## src/rtl/multi_port_reg_file.sv

```systemverilog
// Parametrised multi-port register file with optional zero register, write-to-read
// bypass and a post-reset clear sequencer that zeroes the array one entry per cycle.
module multi_port_reg_file #(
  parameter int DATA_W    = 32,
  parameter int NUM_REGS  = 32,
  parameter int ADDR_W    = $clog2(NUM_REGS),
  parameter int NUM_READ  = 2,
  parameter int NUM_WRITE = 1,
  parameter int ZERO_REG  = 1,
  parameter int BYPASS    = 1
) (
  input  logic                                clk,
  input  logic                                rstN,
  input  logic [NUM_READ-1:0][ADDR_W-1:0]     readAddr,
  output logic [NUM_READ-1:0][DATA_W-1:0]     readValue,
  input  logic [NUM_WRITE-1:0]                writeEnable,
  input  logic [NUM_WRITE-1:0][ADDR_W-1:0]    writeAddr,
  input  logic [NUM_WRITE-1:0][DATA_W-1:0]    writeValue,
  output logic                                ready
);

  typedef enum logic {CLEAR = 1'b0, RUN = 1'b1} stateT;

  localparam logic [ADDR_W-1:0] LAST_IDX = ADDR_W'(NUM_REGS - 1);

  stateT             stateReg, stateNext;
  logic [ADDR_W-1:0] clrIdxReg, clrIdxNext;
  logic [DATA_W-1:0] regArray [NUM_REGS];
  logic [NUM_WRITE-1:0] writeKeep;

  // Sequencer: state bit and clear counter.
  always_ff @(posedge clk) begin
    if (!rstN) begin
      stateReg  <= CLEAR;
      clrIdxReg <= '0;
    end else begin
      stateReg  <= stateNext;
      clrIdxReg <= clrIdxNext;
    end
  end

  always_comb begin
    stateNext  = stateReg;
    clrIdxNext = clrIdxReg;
    case (stateReg)
      CLEAR: begin
        clrIdxNext = clrIdxReg + ADDR_W'(1);
        if (clrIdxReg == LAST_IDX) stateNext = RUN;
      end
      default: ;
    endcase
  end

  assign ready = (stateReg == RUN);

  // Writes to entry 0 are dropped when it is the hardwired zero register.
  genvar gi;
  generate
    for (gi = 0; gi < NUM_WRITE; gi++) begin : gWriteKeep
      assign writeKeep[gi] = writeEnable[gi] &&
                             !((ZERO_REG != 0) && (writeAddr[gi] == '0));
    end
  endgenerate

  // Array has no reset; the reset edge itself performs no write. Later ports
  // overwrite earlier ones in loop order, so the highest-indexed port wins.
  always_ff @(posedge clk) begin
    if (rstN) begin
      if (stateReg == CLEAR) begin
        regArray[clrIdxReg] <= '0;
      end else begin
        for (int w = 0; w < NUM_WRITE; w++) begin
          if (writeKeep[w]) regArray[writeAddr[w]] <= writeValue[w];
        end
      end
    end
  end

  generate
    for (gi = 0; gi < NUM_READ; gi++) begin : gRead
      logic [DATA_W-1:0] rdData;

      always_comb begin
        rdData = regArray[readAddr[gi]];
        if (BYPASS != 0) begin
          for (int w = 0; w < NUM_WRITE; w++) begin
            if (writeEnable[w] && (writeAddr[w] == readAddr[gi])) rdData = writeValue[w];
          end
        end
        if (((ZERO_REG != 0) && (readAddr[gi] == '0)) || (stateReg == CLEAR)) rdData = '0;
      end

      assign readValue[gi] = rdData;
    end
  endgenerate

endmodule

```

## config.mk

```make
export PLATFORM = sky130hd
export DESIGN_NAME = multi_port_reg_file
export DESIGN_NICKNAME = d
export VERILOG_FILES = /design/src/rtl/multi_port_reg_file.sv
export SDC_FILE = /design/constraint.sdc
export NUM_CORES = 1
export LEC_CHECK = 0
export BUFFER_PORTS_ARGS = -buffer_cell sky130_fd_sc_hd__buf_2
export CAP_MARGIN = 20
export CORE_ASPECT_RATIO = 1.75
export CORE_MARGIN = 3
export CORE_UTILIZATION = 34
export CTS_CLUSTER_SIZE = 28
export DETAILED_ROUTE_END_ITERATION = 6
export GPL_TIMING_DRIVEN = 0
export SLEW_MARGIN = 20
export SYNTH_ARGS = -nofsm -noshare
export SYNTH_HDL_FRONTEND = slang
export SYNTH_SLANG_ARGS = --single-unit
```

## constraint.sdc

```tcl
create_clock -name clk -period 7 [get_ports clk]
set_input_delay 0.7 -clock clk [delete_from_list [all_inputs] [get_ports clk]]
set_output_delay 0.7 -clock clk [all_outputs]
set_load 0.02 [all_outputs]
```

==> flow_summary.ini <==
[yosys]
synth-edff-count = 1024
yosysTopAreaCell = edfxtp_1
synth_area_mm2 = 0.0494
synth_ff_type = edfxtp_1
synth.distinct_cells = 53
yosysTopAreaCellShare = 0.622
synth-seq-cells = 1030
synthArstFlopShare = 0
syn_area_per_cell_um2 = 17.3
synth_nets = 2904
yosys-top-cells-area = edfxtp_1, mux4_2, mux2i_1
yosysSeqAreaShare = 0.625
ys_warn_count = 0
syn_inst = 2852

[clocking]
ctsHoldBuffers = 0
cts.repair_timing.setup_buffer_count = 0
cts_tree = built
cts_inserted_buffers = 89
cts_resized = 0
clock_latency_ps = 730
h-tree-depth = 3
path_clk_slew_ps = 70
clock_path_buffers = 3
cts_sinks = 1030
cts_root_buf = clkbuf_16

[timing]
period_share = 0.788
worst_pin_slew_ps = 1330
max_freq_ghz = 0.181
post-route-min-period_ps = 5520
hold_viol = 0
rsz0062_at_grt = false
skew_ps = 31.6
timing.slew.headroom = 0.111
setup_slack_ps = 1480
slew_violations = 0
setup_viol = 0

[worst_hold_path]
holdCritStartpoint = rstN
hold_class = in -> reg
min_to = ready
holdPathStages = 3

[critical_path]
critPathKind = in -> out
r2r_setup_slack_ps = 3320
cp-start-kind = input pin
cp.required_ps = 6300
worstPathCellList = buf_2 -> clkbuf_1 -> and2_1 -> clkbuf_1 -> clkbuf_1 -> nand2_1 -> o21ai_0 -> a221o_1 -> buf_2
cp_max_fo = 10
cp-end-kind = output pin
cp_slowest_cell = clkbuf_1
path_buf_inv = 5
path_delay_family = buffers and inverters
worstPathArrival_ps = 4820
r2r_start = ready
cp_common_cell = clkbuf_1
rr_worst_depth = 5
reg2reg_to = regArray[5][24]
critPathMaxStageDelay_ps = 1010

[detailed_routing]
routed-wl-met2_um = 102000
drt-pass1-iter-count = 6
met3WireLength_um = 21200
vias_per_cell = 6.62
drt_iter0_markers = 4322
drc = 0
drt-total-wl_um = 210000
highest_layer = met5
met1_length_um = 64900
vias = 33500
ant_nets = 0
wire_per_inst_um = 41.6

[floorplanning]
num_rows = 184
start_util = 0.343
die_w_um = 294
ios = 115
coreArea_mm2 = 0.144
fp.dieH_um = 510
die_area_mm2 = 0.150

[final_layout]
final_common_cell = edfxtp_1
fin_nets = 3170
fin_util = 0.396
mostFrequentLayoutCells = edfxtp_1, mux2i_1, mux4_2
syn2layout_area_growth_pct = 15.5
drive_gt1_frac = 0.269
nFillCells = 12900

[global_routing]
grt_max_degree = 33
antenna_found_initial = 27
grt_pass1_wl_um = 280000
grt_overflow = 0
track_usage = 0.278
grt_pass1_vias = 33400

[power_and_ir_drop]
power.density_mw_per_mm2 = 230
leakagePower_nw = 19.3
finalPower_mw = 13.1
irDropWorstVdd_mv = 0.178

[place]
post-place-ws_ps = 1790
hpwl_um = 149000
place_congestion = 0.939
numPortBuffers = 105

[outcome]
status = finished clean

[run]
maxCapViolCount = 0
logic make-up (layout without fill, tap and decap cells):
kind of cell / after synthesis / after routing / share of synthesized area
flip-flops: 1030 / 1030 / 0.625
AO/OA/AOI/OAI: 586 / 586 / 0.0883
adder cells (fa/ha/maj): 2 / 2 / 0.000506
AND/OR/NAND/NOR: 264 / 264 / 0.0277
multiplexers: 714 / 714 / 0.228
XOR/XNOR: 13 / 13 / 0.00230
buffers and inverters: 243 / 580 / 0.0288
other: 0 / 12 / 0
cell usage after synthesis, types with 43 or more instances:
cell and instances:
nand2b_1 43, a221oi_1 171, o21bai_1 43, nor3_1 53
buf_2 52, edfxtp_1 1024, nor2_1 46, clkbuf_1 111
buf_6 43, nand2_1 48, a22oi_1 72, mux2i_1 388
mux4_2 321, a21oi_1 128
flip-flops by register name (all words and copies together), names as in the netlist:
signal,count
ready,1
clrIdxReg,5
regArray,1024
how the worst max path moves through the flow:
stage | endpoint | cells past startpoint | start | slack [ps]
floorplan | regArray[25][0] | 7 | writeAddr[0] | 3220
global placement | regArray[14][13] | 6 | writeAddr[0] | -180
detailed placement | readValue[5] | 9 | readAddr[4] | 1790
CTS | readValue[5] | 9 | readAddr[4] | 1790
global route | readValue[5] | 9 | readAddr[4] | 1570
finish | readValue[5] | 9 | readAddr[4] | 1480
where the power goes:
| part | leakage (nW) | internal (mW) | switching, mW |
|---|---|---|---|
| Combinational | 8.29 | 0.437 | 0.803 |
| Sequential | 9.59 | 6.71 | 0.0158 |
| Clock | 1.41 | 2.78 | 2.38 |
| Total | 19.3 | 9.93 | 3.20 |
worst min-delay path, cell delays in order:
cell	delay, ps
buf_2	100
clkbuf_1	200
o21a_1	160
final cells by class:
| class | count | area [um2] | share of cell area |
|---|---|---|---|
| clock buffer | 101 | 2290 | 0.0402 |
| clock inverter | 61 | 622 | 0.0109 |
| buffer | 238 | 1450 | 0.0254 |
| tap | 1860 | 2330 | 0.0408 |
| sequential | 1030 | 30900 | 0.541 |
| multi-input combinational | 1579 | 17400 | 0.305 |
| timing repair buffer | 175 | 2020 | 0.0355 |
| inverter | 5 | 18.8 | 0.000329 |
| antenna | 12 | 30.0 | 0.000526 |
per-stage QoR:
step | hold slack [ps] | cell area (um2) | setup TNS [ps] | std cells
after global routing | 536 | 57000 | 0 | 5050
after floorplan | 543 | 49400 | 0 | 2852
after CTS | 486 | 56900 | 0 | 5046
after detailed placement | 585 | 54000 | 0 | 4884
after global placement | 578 | 52300 | -14170 | 4817
final | 503 | 57000 | 0 | 5061
per-layer routing:
layer  global-route usage  vias to the layer above
li1                     -                    12600
met1                0.289                    17400
met2                0.466                     2503
met3               0.0733                      906
met4                0.237                       18
met5                    0                        -
No activity file was read; power rests on OpenSTA's default activity.
